### config.mk
export PLATFORM = sky130hd
export DESIGN_NAME = seu_dpr_heal_sequencer_flat
export DESIGN_NICKNAME = d
export VERILOG_FILES = /design/src/rtl/seu_dpr_heal_sequencer_pkg.sv /design/src/rtl/seu_dpr_heal_sequencer_if.sv /design/src/rtl/seu_dpr_heal_sequencer_rr_arbiter.sv /design/src/rtl/seu_dpr_heal_sequencer.sv /design/src/flat_wrapper.sv
export SDC_FILE = /design/constraint.sdc
export NUM_CORES = 1
export LEC_CHECK = 0
export ABC_CLOCK_PERIOD_IN_PS = 3000
export CAP_MARGIN = 30
export CORE_ASPECT_RATIO = 1.25
export CORE_UTILIZATION = 26
export DETAILED_ROUTE_END_ITERATION = 10
export PLACE_DENSITY = 0.52
export REMOVE_ABC_BUFFERS = 1
export SLEW_MARGIN = 20
export SYNTH_ARGS = -nofsm -noshare
export SYNTH_HDL_FRONTEND = slang
export SYNTH_SLANG_ARGS = --single-unit
### constraint.sdc
create_clock -name clk_600mhz -period 3 [get_ports clk_600mhz]
set_input_delay 0.45 -clock clk_600mhz [delete_from_list [all_inputs] [get_ports clk_600mhz]]
set_output_delay 0.45 -clock clk_600mhz [all_outputs]
set_load 0.005 [all_outputs]
### src/rtl/seu_dpr_heal_sequencer_pkg.sv
// Shared types and helpers for the multi-region SEFI heal sequencer.
package seu_heal_pkg;

    typedef enum logic [2:0] {
        StIdle,
        StVeto,
        StReq,
        StWait,
        StCool
    } heal_state_e;

    localparam int unsigned CLK_HZ = 600_000_000;

    function automatic int unsigned region_w(int unsigned n);
        return (n > 1) ? $clog2(n) : 1;
    endfunction

    // Converts a DPR watchdog time in milliseconds to clock cycles.
    function automatic int unsigned dpr_timeout_from_ms(int unsigned ms);
        return (CLK_HZ / 1000) * ms;
    endfunction

endpackage

### src/rtl/seu_dpr_heal_sequencer_if.sv
// Request/acknowledge link between the heal sequencer and the DPR/ICAP controller.
interface seu_dpr_heal_sequencer_if #(
    parameter int unsigned RW = 2
);
    logic          dpr_req;
    logic [RW-1:0] dpr_region;
    logic          dpr_ack;
    logic          dpr_done;
    logic          dpr_err;

    modport master (
        output dpr_req,
        output dpr_region,
        input  dpr_ack,
        input  dpr_done,
        input  dpr_err
    );

    modport slave (
        input  dpr_req,
        input  dpr_region,
        output dpr_ack,
        output dpr_done,
        output dpr_err
    );
endinterface

### src/rtl/seu_dpr_heal_sequencer_rr_arbiter.sv
// Round-robin arbiter: first set request at or after ptr, wrapping N-1 -> 0.
module seu_rr_arbiter
    import seu_heal_pkg::*;
#(
    parameter int unsigned N  = 4,
    parameter int unsigned RW = region_w(N)
) (
    input  logic [N-1:0]  req,
    input  logic [RW-1:0] ptr,
    output logic [N-1:0]  grant,
    output logic [RW-1:0] idx,
    output logic          valid
);

    // ptr is always < N, so a single subtraction is enough to wrap.
    function automatic logic [RW-1:0] wrap_idx(logic [RW-1:0] p, int unsigned off);
        int unsigned s;
        s = 32'(p) + off;
        if (s >= N) begin
            s = s - N;
        end
        return s[RW-1:0];
    endfunction

    always_comb begin
        grant = '0;
        idx   = '0;
        valid = 1'b0;
        for (int unsigned off = 0; off < N; off++) begin
            if (!valid && req[wrap_idx(ptr, off)]) begin
                valid                      = 1'b1;
                grant[wrap_idx(ptr, off)] = 1'b1;
                idx                        = wrap_idx(ptr, off);
            end
        end
    end

endmodule

### src/rtl/seu_dpr_heal_sequencer.sv
// Multi-region SEFI healer: vetoes the core, requests DPR of one region at a time,
// retries on error/timeout and reports regions that could not be healed.
module seu_dpr_heal_sequencer
    import seu_heal_pkg::*;
#(
    parameter int unsigned N_REGIONS   = 4,
    parameter int unsigned VETO_CYCLES = 16,
    parameter int unsigned DPR_TIMEOUT = dpr_timeout_from_ms(15),
    parameter int unsigned MAX_RETRY   = 2,
    parameter int unsigned COOL_CYCLES = 4,
    parameter int unsigned CNT_W       = 16
) (
    input  logic                     clk_600mhz,
    input  logic                     rst_n,
    input  logic [N_REGIONS-1:0]     sefi_flag,
    input  logic [N_REGIONS-1:0]     fail_clr,
    seu_dpr_heal_sequencer_if.master dpr,
    output logic                     veto_pulse,
    output logic                     busy,
    output logic [N_REGIONS-1:0]     region_failed,
    output logic [CNT_W-1:0]         heal_count
);

    localparam int unsigned RW      = region_w(N_REGIONS);
    localparam int unsigned RTW     = region_w(MAX_RETRY + 1);
    localparam int unsigned TMAX_VC = (VETO_CYCLES > COOL_CYCLES) ? VETO_CYCLES : COOL_CYCLES;
    localparam int unsigned TMAX    = (DPR_TIMEOUT > TMAX_VC) ? DPR_TIMEOUT : TMAX_VC;
    localparam int unsigned TW      = $clog2(TMAX + 1);

    heal_state_e          state_q, state_d;
    logic [N_REGIONS-1:0] sefi_q;
    logic [N_REGIONS-1:0] pend_q, pend_d, pend_clr;
    logic [N_REGIONS-1:0] failed_q, failed_d, fail_set;
    logic [RW-1:0]        region_q, region_d;
    logic [RW-1:0]        ptr_q, ptr_d;
    logic [RTW-1:0]       retry_q, retry_d;
    logic [TW-1:0]        timer_q, timer_d;
    logic [CNT_W-1:0]     heal_q, heal_d;

    logic [N_REGIONS-1:0] eligible;
    logic [N_REGIONS-1:0] grant;
    logic [RW-1:0]        grant_idx;
    logic                 grant_valid;
    logic                 wait_timeout;

    assign eligible     = pend_q & ~failed_q;
    assign wait_timeout = (timer_q == TW'(DPR_TIMEOUT - 1));

    seu_rr_arbiter #(
        .N  (N_REGIONS),
        .RW (RW)
    ) u_arb (
        .req   (eligible),
        .ptr   (ptr_q),
        .grant (grant),
        .idx   (grant_idx),
        .valid (grant_valid)
    );

    // A fresh edge on the region just granted survives the clear and heals it again.
    assign pend_d   = (pend_q & ~pend_clr) | (sefi_flag & ~sefi_q);
    assign failed_d = (failed_q & ~fail_clr) | fail_set;

    always_comb begin
        state_d  = state_q;
        region_d = region_q;
        ptr_d    = ptr_q;
        retry_d  = retry_q;
        timer_d  = timer_q;
        heal_d   = heal_q;
        pend_clr = '0;
        fail_set = '0;
        unique case (state_q)
            StIdle: begin
                if (grant_valid) begin
                    region_d = grant_idx;
                    pend_clr = grant;
                    ptr_d    = (grant_idx == RW'(N_REGIONS - 1)) ? '0 : grant_idx + 1'b1;
                    retry_d  = '0;
                    timer_d  = '0;
                    state_d  = StVeto;
                end
            end
            StVeto: begin
                if (timer_q == TW'(VETO_CYCLES - 1)) begin
                    timer_d = '0;
                    state_d = StReq;
                end else begin
                    timer_d = timer_q + 1'b1;
                end
            end
            StReq: begin
                if (dpr.dpr_ack) begin
                    timer_d = '0;
                    state_d = StWait;
                end
            end
            StWait: begin
                timer_d = timer_q + 1'b1;
                // err beats done; a done landing on the last timeout cycle still counts.
                if (dpr.dpr_err || (wait_timeout && !dpr.dpr_done)) begin
                    timer_d = '0;
                    if (retry_q < RTW'(MAX_RETRY)) begin
                        retry_d = retry_q + 1'b1;
                        state_d = StVeto;
                    end else begin
                        fail_set[region_q] = 1'b1;
                        state_d            = StCool;
                    end
                end else if (dpr.dpr_done) begin
                    timer_d = '0;
                    if (heal_q != {CNT_W{1'b1}}) begin
                        heal_d = heal_q + 1'b1;
                    end
                    state_d = StCool;
                end
            end
            StCool: begin
                if (timer_q == TW'(COOL_CYCLES - 1)) begin
                    timer_d = '0;
                    state_d = StIdle;
                end else begin
                    timer_d = timer_q + 1'b1;
                end
            end
            default: state_d = StIdle;
        endcase
    end

    always_ff @(posedge clk_600mhz or negedge rst_n) begin
        if (!rst_n) begin
            state_q  <= StIdle;
            sefi_q   <= '0;
            pend_q   <= '0;
            failed_q <= '0;
            region_q <= '0;
            ptr_q    <= '0;
            retry_q  <= '0;
            timer_q  <= '0;
            heal_q   <= '0;
        end else begin
            state_q  <= state_d;
            sefi_q   <= sefi_flag;
            pend_q   <= pend_d;
            failed_q <= failed_d;
            region_q <= region_d;
            ptr_q    <= ptr_d;
            retry_q  <= retry_d;
            timer_q  <= timer_d;
            heal_q   <= heal_d;
        end
    end

    assign veto_pulse     = (state_q == StVeto) || (state_q == StReq) || (state_q == StWait);
    assign busy           = (state_q != StIdle);
    assign dpr.dpr_req    = (state_q == StReq);
    assign dpr.dpr_region = region_q;
    assign region_failed  = failed_q;
    assign heal_count     = heal_q;

endmodule
### src/flat_wrapper.sv
// flat-port wrapper written by rule: the top's interface ports become plain ports
module seu_dpr_heal_sequencer_flat import seu_heal_pkg::*;
#(
    parameter int unsigned N_REGIONS   = 4,
    parameter int unsigned VETO_CYCLES = 16,
    parameter int unsigned DPR_TIMEOUT = dpr_timeout_from_ms(15),
    parameter int unsigned MAX_RETRY   = 2,
    parameter int unsigned COOL_CYCLES = 4,
    parameter int unsigned CNT_W       = 16
)
  (clk_600mhz, rst_n, sefi_flag, fail_clr, veto_pulse, busy, region_failed, heal_count, dpr_dpr_req, dpr_dpr_region, dpr_dpr_ack, dpr_dpr_done, dpr_dpr_err);
  seu_dpr_heal_sequencer_if dpr_i ();
  input  logic clk_600mhz;
  input  logic rst_n;
  input  logic [N_REGIONS-1:0] sefi_flag;
  input  logic [N_REGIONS-1:0] fail_clr;
  output logic veto_pulse;
  output logic busy;
  output logic [N_REGIONS-1:0] region_failed;
  output logic [CNT_W-1:0] heal_count;
  output wire logic [$bits(dpr_i.dpr_req)-1:0] dpr_dpr_req;
  output wire logic [$bits(dpr_i.dpr_region)-1:0] dpr_dpr_region;
  input wire logic [$bits(dpr_i.dpr_ack)-1:0] dpr_dpr_ack;
  input wire logic [$bits(dpr_i.dpr_done)-1:0] dpr_dpr_done;
  input wire logic [$bits(dpr_i.dpr_err)-1:0] dpr_dpr_err;
  assign dpr_dpr_req = dpr_i.dpr_req;
  assign dpr_dpr_region = dpr_i.dpr_region;
  assign dpr_i.dpr_ack = dpr_dpr_ack;
  assign dpr_i.dpr_done = dpr_dpr_done;
  assign dpr_i.dpr_err = dpr_dpr_err;
  seu_dpr_heal_sequencer #(.N_REGIONS(N_REGIONS), .VETO_CYCLES(VETO_CYCLES), .DPR_TIMEOUT(DPR_TIMEOUT), .MAX_RETRY(MAX_RETRY), .COOL_CYCLES(COOL_CYCLES), .CNT_W(CNT_W)) u_core (.clk_600mhz(clk_600mhz), .rst_n(rst_n), .sefi_flag(sefi_flag), .fail_clr(fail_clr), .dpr(dpr_i), .veto_pulse(veto_pulse), .busy(busy), .region_failed(region_failed), .heal_count(heal_count));
endmodule
==> impl_results.md <==
* Crit. End Element: register
* Post-CTS Setup Inserts at 0
* Max clock buf depth at 2
* Slew margin rel. at 0.458
* Initial DRC Count at 168
* Met1 GRT Util at 0.167
* Period utilization at 0.834
* Layout Utilization at 0.332
* Layout area overhead at 24.5%
* Initial Utilization at 0.267
* Layout Nets at 447
* Largest cells by area after synthesis: dfrtp_1 43%, nand2_1 4.1%, xnor2_1 3.7%
* Post-synth EDFFs at 0
* Total grt overflow at 0
* CTS Buf Count at 9
* Core area at 13,300 sq um
* Sequential share of the synthesized area at 0.431
* Slew Viols, Final at 0
* Placed insts at between 500 and 600
* Ant diodes at 0
* Hold Path Class: primary input to asynchronous set/reset pin
* Root buffer cell: clkbuf_16
* Drt drc at 0
* IO Port Bufs at 37
* Share of power burned in combinational logic at 0.343
* Critical Path Source Type: register
* CP Max Fanout at 13
* Count leader, synth: dfrtp_1
* Sequential share of power at 0.330
* Die ar. at 14,100 sq um
* Chip width at between 100 and 150 um
* PnR Total Power at 3.21 mW
* Setup Skew at 0.00625 ns
* Worst skew pair latency at about 0.34 ns
* Gr busiest metal: met2
* Vias per cell at approximately 5
* Clk pwr share at 0.327
* Synth top area share at 0.431
* Drt wl/cell at 14.7 um
* Synth warnings at 0
* Achievable Freq at 0.400 GHz
* Largest net degree at the start of global routing at 33
* CTS tree: built
* Switching power at about 1.1 mW
* Grt met2 use at 0.213
* Top_reg_cell synth: dfrtp_1
* Final hold vios at 0
* Outcome: finished, final reports clean
* Unrepaired setup endpoints after global routing: false
* CTS H-tree lvls at 3
* Final Setup Violations at 0
* Power Dens Cells at 729 nW/um^2
* Wire length of the first global-routing pass at approximately 15,000 um
* Fill cells at 1,378
* Sw frac at 0.356
* Clk slew on worst S/H paths at 0.06 ns
* Reg2reg path depth at 7
* Crit path DAT at 2.73 ns
* Final Worst Setup Slack at 0.497 ns
* Fin cells at between 600 and 700
* Post-CTS resize count at 0
* Most common library cells after synthesis: 61 x dfrtp_1, 39 x nand2_1, 25 x nand3_1, 25 x nor2_1, 23 x o21ai_0
* TNS Setup at 0 ns
* Hold WS at 0.162 ns
* Vias at 3,001
* Drt pass-1 iters at 4
* Post-Syn Area per Cell at 9.30 sq um
* TritonCTS Sinks at slightly above 60
* Initial antenna violation count at 0
* Tmin final at around 2.5 ns
* Max-cap viol count at 0
* Routing usage on met3 at 0.0271
* WL final at 8860 um
* Library cells used by synthesis at a little over 60
* Hold_buf cts at 0
* Synth Register Bits at between 60 and 70
* Antenna Nets Post-Route at 0
* Vias in the first global route at 2,920
* Die Y at 133 um
* Post-synth ARST share at 1.00
* Static Leak at roughly 1.8 nW
* Area leader, netlist: dfrtp_1
* Worst slew pin tran at 0.805 ns
* Crit path kind: register to register
* Row cnt at 47
* Internal at just over 2 mW
* # IOs at 38
* VDD IR-drop max at 0.000369 V
* Critical Path RT at 3.23 ns
* GR Util All Layers at 0.134
* Final HPWL DP at 6330 um
* DP Worst Slack at 0.394 ns
* Gate Count Post-Synth at 381
* Gpl congestion at 0.809
* Ratio of cells with drive above 1 in the final layout at 0.114
* Finished layout cell area at 4410 sq um
* Post-synthesis cell area at 3540 sq um
* Dpl cell area at 4110 sq um
-- layer usage --
layer | vias up | routed length (um)
li1 | 1483 | -
met2 | 58 | 4290
met4 | 0 | 209
met1 | 1445 | 4050
met3 | 15 | 310
met5 | - | 0
-- power groups by stage --
stage / Clock (mW) / Combinational, mW / Sequential (mW)
after floorplan: 0 / 0.726 / 1.07
after global placement: 0 / 1.09 / 1.07
after detailed placement: 0 / 1.10 / 1.07
after CTS: 1.08 / 1.11 / 1.06
after global routing: 1.11 / 1.24 / 1.08
final: 1.05 / 1.10 / 1.06
-- path summary, 6_finish.rpt --
kind / startpoint / end / slack, ns
setup / recovery: u_core.timer_q[17]$_DFFE_PN0P_ / u_core.timer_q[15]$_DFFE_PN0P_ / 0.50
hold / removal: rst_n / u_core.sefi_q[3]$_DFF_PN0_ / 0.16
setup reg to reg: u_core.timer_q[17]$_DFFE_PN0P_ / u_core.timer_q[15]$_DFFE_PN0P_ / 0.50
hold reg to reg: u_core.heal_count[15]$_DFFE_PN0P_ / u_core.heal_count[15]$_DFFE_PN0P_ / 0.50
max in group asynchronous: rst_n / u_core.timer_q[0]$_DFFE_PN0P_ / 2.03
min in group clk_600mhz: u_core.heal_count[15]$_DFFE_PN0P_ / u_core.heal_count[15]$_DFFE_PN0P_ / 0.50
-- cells in the final DEF (no fill, tap or decap), types with 3 or more instances in the layout --
| master | netlist | routed |
|---|---|---|
| nor3_1 | 5 | 5 |
| o21ai_0 | 23 | 23 |
| nor2b_1 | 9 | 9 |
| mux2i_1 | 4 | 4 |
| xor2_1 | 6 | 6 |
| clkdlybuf4s50_1 | 0 | 36 |
| a21oi_1 | 19 | 19 |
| nand2b_1 | 7 | 7 |
| xnor2_1 | 15 | 15 |
| nor3b_1 | 3 | 3 |
| nand2_1 | 39 | 39 |
| a221o_1 | 6 | 6 |
| clkinvlp_4 | 0 | 3 |
| inv_1 | 14 | 14 |
| and3_1 | 5 | 5 |
| nand3_1 | 25 | 25 |
| nand4_1 | 9 | 9 |
| buf_4 | 0 | 10 |
| ha_1 | 9 | 9 |
| o22ai_1 | 3 | 3 |
| a31oi_1 | 15 | 15 |
| o21ai_1 | 4 | 4 |
| mux4_2 | 3 | 3 |
| nor4_1 | 7 | 7 |
| nor2_1 | 25 | 25 |
| or3_1 | 6 | 6 |
| clkbuf_16 | 0 | 9 |
| dfrtp_1 | 61 | 61 |
| and3_2 | 5 | 5 |
| and2_1 | 3 | 3 |
-- flip-flops by register name, indices dropped and copies added (netlist names), named ones only --
register and cells:
u_core.dpr.dpr_region 2, u_core.heal_count 16, u_core.pend_q 4, u_core.ptr_q 1
u_core.region_failed 4, u_core.retry_q 2, u_core.sefi_q 4, u_core.state_q 3
u_core.timer_q 24
-- cell type report --
class / instances / area (sq um) / area share
Tap cell: 171 / 214 / 0.0485
Multi-Input combinational cell: 291 / 1870 / 0.424
Sequential cell: 61 / 1530 / 0.346
Inverter: 15 / 56.3 / 0.0128
Timing Repair Buffer: 47 / 440 / 0.0999
Clock inverter: 6 / 62.6 / 0.0142
Clock buffer: 10 / 239 / 0.0542
-- kinds of logic (layout without fill, tap and decap cells) --
group | count (synthesis) | count (layout) | share of synthesized area
DFF | 61 | 61 | 0.431
adders and majority gates | 9 | 9 | 0.0318
xor gates and xnor gates | 21 | 21 | 0.0519
and+or+nand+nor | 161 | 161 | 0.240
AOI/OAI and AO/OA | 92 | 92 | 0.171
muxes | 8 | 8 | 0.0335
buffers and inverters | 29 | 78 | 0.0410
-- critical path, cell delays in order (launching register included) --
cell,delay (ns)
dfrtp_1,0.42
nor4_1,0.46
nand3_1,0.22
o21ai_0,0.38
nand3_2,0.28
buf_4,0.26
a21o_1,0.16
a22o_1,0.22
Note: power is estimated with default switching activity, not from simulation.
==> edit: new RTL, same flow settings <==
`COOL_CYCLES` is set to 4 in 2 places; all go to 8.
--- a/src/rtl/seu_dpr_heal_sequencer.sv
+++ b/src/rtl/seu_dpr_heal_sequencer.sv
@@ -7,7 +7,7 @@
     parameter int unsigned VETO_CYCLES = 16,
     parameter int unsigned DPR_TIMEOUT = dpr_timeout_from_ms(15),
     parameter int unsigned MAX_RETRY   = 2,
-    parameter int unsigned COOL_CYCLES = 4,
+    parameter int unsigned COOL_CYCLES = 8,
     parameter int unsigned CNT_W       = 16
 ) (
     input  logic                     clk_600mhz,
--- a/src/flat_wrapper.sv
+++ b/src/flat_wrapper.sv
@@ -5,7 +5,7 @@
     parameter int unsigned VETO_CYCLES = 16,
     parameter int unsigned DPR_TIMEOUT = dpr_timeout_from_ms(15),
     parameter int unsigned MAX_RETRY   = 2,
-    parameter int unsigned COOL_CYCLES = 4,
+    parameter int unsigned COOL_CYCLES = 8,
     parameter int unsigned CNT_W       = 16
 )
   (clk_600mhz, rst_n, sefi_flag, fail_clr, veto_pulse, busy, region_failed, heal_count, dpr_dpr_req, dpr_dpr_region, dpr_dpr_ack, dpr_dpr_done, dpr_dpr_err);
Formal check against the unedited RTL: no difference found for any inputs over 4 cycles, from zero or initial values and one cycle with rst_n low; that may be too few to reach the edited logic, so the function may still have changed.
==> edit against the unedited design <==
  * Via count shrank 1.2%
  * Worst setup slack worse by 110 ps
  * Routed wire length is 2.9% lower
  * Synthesized area fell by 0.49%
  * Design area decreased by 1.2%
  * First-iteration DRC count fell by 33%
  * Sequential cell count unchanged
  * Total power up 9.4%
==> edit: results (changes against the unedited design) <==
* Outcome: complete, no violations
- The number of ordinary inverters in the final layout was 14 (-1).
* Last weighted congestion value of the routability-driven placer: 0.765 (-5.3%)
* Leakage power of the design: 1.77 nW (-1.9%)
- Routed wl met3: 386 um (+25%)
* Overall track demand over capacity in global routing: 13.0% (-0.38 points)
- The share of cell area taken by multi-input logic gates was 42.6% (+0.13 points).
- The part of the Yosys area used for sequential elements came to 43.3% (+0.21 points).
- The first-pass GRT wire length was 14600 um (-0.70%).
- Worst reg2reg startpoint: u_core.timer_q[0]$_DFFE_PN0P_
- Count of plain and timing-repair buffers: 43 (-8.5%)
* Most used flip-flop cell after synthesis: sky130_fd_sc_hd__dfrtp_1
* Internal reg-to-reg setup slack: 390 ps (-110 ps)
- Data arrival time at the worst-slack endpoint: 2800 ps (+70 ps)
* Final clock skew: 6.88 ps (+0.626 ps)
* Wire length after detailed routing: 8600 um (-2.9%)
* Worst R2R Path Depth: 8 (+1)
* Delay contributed by the slowest stage of the critical path: 590 ps (+130 ps)
* Global routing usage on met1: 16.4% (-0.36 points)
- Proportion of layout cells with a drive suffix above 1: 8.81% (-2.6 points)
* Synth cell count leaders: sky130_fd_sc_hd__dfrtp_1 (61), sky130_fd_sc_hd__nand2_1 (37), sky130_fd_sc_hd__nand3_1 (26)
- Met2 usage in global routing: 21.7% (+0.40 points)
* Via count of the first global-routing pass: 2926 (+0.21%)
* Biggest register: u_core.timer_q
- The fraction of area in registers came to 35.0% (+0.41 points).
- The number of buffers on the longest clock path was 2 (unchanged).
* Highest ir drop seen on vdd: 0.499 mV (+35%)
- Maximum number of pins on one net before global-route repair: 62 (+88%)
- The layout filler cell count was 1347 (-2.2%).
- The half-perimeter wire length after detailed placement was 6070 um (-4.1%).
* Non-clock buffer area fraction after layout: 9.41% (-0.57 points)
- The routed via count came to 2965 (-1.2%).
* R2R Path End: u_core.timer_q[18]$_DFFE_PN0P_
- The transition time at the pin with the least slew margin is 804 ps (-0.405 ps).
- Count of inserted antenna diode cells: 0 (unchanged)
- Main area contributors after synthesis: sky130_fd_sc_hd__dfrtp_1 (43%), sky130_fd_sc_hd__nand2_1 (3.9%), sky130_fd_sc_hd__xnor2_1 (3.7%)
- Final #Nets: 437 (-2.2%)
- The clock buffer count is 9 (-1).
* Async S/R FF share, synth: 100% (unchanged)
- GR met3 Demand/Resource: 3.06% (+0.36 points)
- Highest-delay cell along the critical path: sky130_fd_sc_hd__or4_4
* Path class of the lowest-slack min-delay path: in2async
* Number of buffers inserted to repair setup after CTS: 0 (unchanged)
- The critical-path maximum fanout came to 14 (+1).
- The number of distinct standard cells referenced by the synthesized netlist came to 55 (-11%).
* Clock Network Area Fraction: 6.89% (+0.052 points)
- The routed length on met1 was 3840 um (-5.1%).
- The clock transition time at the flip-flop clock pins of the worst setup and hold paths was 60 ps (about the same).
- The total length of routed met2 wires came to 4250 um (-0.96%).
- The iteration-0 DRC count of the detailed router is 113 (-33%).
* Std-Cell Rows: 47 (unchanged)
- Multi-input combinational cell count: 286 (-1.7%)
- The number of antenna violations at the first check in global routing came to 0 (unchanged).
-- edit: report_power, final --
group,leakage [nW],internal [mW],switching [mW]
sequential,0.797,0.945,0.174
combinational,0.837,0.577,0.769
clock,0.138,0.645,0.407
total,1.77,2.17,1.35
-- edit: cells by family after synthesis --
| group | count (synthesis) | share of synthesized area (%) |
|---|---|---|
| multiplexers | 8 | 3.05 |
| XOR/XNOR | 19 | 4.72 |
| adder cells (fa/ha/maj) | 9 | 3.19 |
| AND/OR/NAND/NOR | 154 | 23.3 |
| buffers and inverters | 31 | 4.08 |
| flip-flops | 61 | 43.3 |
| AO/OA/AOI/OAI | 96 | 18.3 |
-- edit: worst max-delay path by stage --
stage | startpoint | endpoint | slack, ps | cells past startpoint
final | u_core.timer_q[0]$_DFFE_PN0P_ | u_core.timer_q[18]$_DFFE_PN0P_ | 390 | 8
after global routing | u_core.timer_q[0]$_DFFE_PN0P_ | u_core.timer_q[18]$_DFFE_PN0P_ | 220 | 8
after CTS | u_core.timer_q[0]$_DFFE_PN0P_ | u_core.timer_q[18]$_DFFE_PN0P_ | 370 | 8
after detailed placement | dpr_dpr_done | u_core.timer_q[18]$_DFFE_PN0P_ | 180 | 8
after global placement | dpr_dpr_done | u_core.timer_q[11]$_DFFE_PN0P_ | 250 | 8
after floorplan | u_core.timer_q[0]$_DFFE_PN0P_ | u_core.timer_q[6]$_DFFE_PN0P_ | 530 | 7
-- edit: through the flow --
stage	hold WS, ps	utilization, %	instance area, um^2	cells	setup slack [ps]
after floorplan	154	-	3430	361	532
after global placement	464	30.7	4060	575	250
after detailed placement	486	30.7	4060	575	183
after CTS	330	32.9	4360	591	373
after global routing	375	32.9	4360	591	223
final	280	32.9	4360	591	386
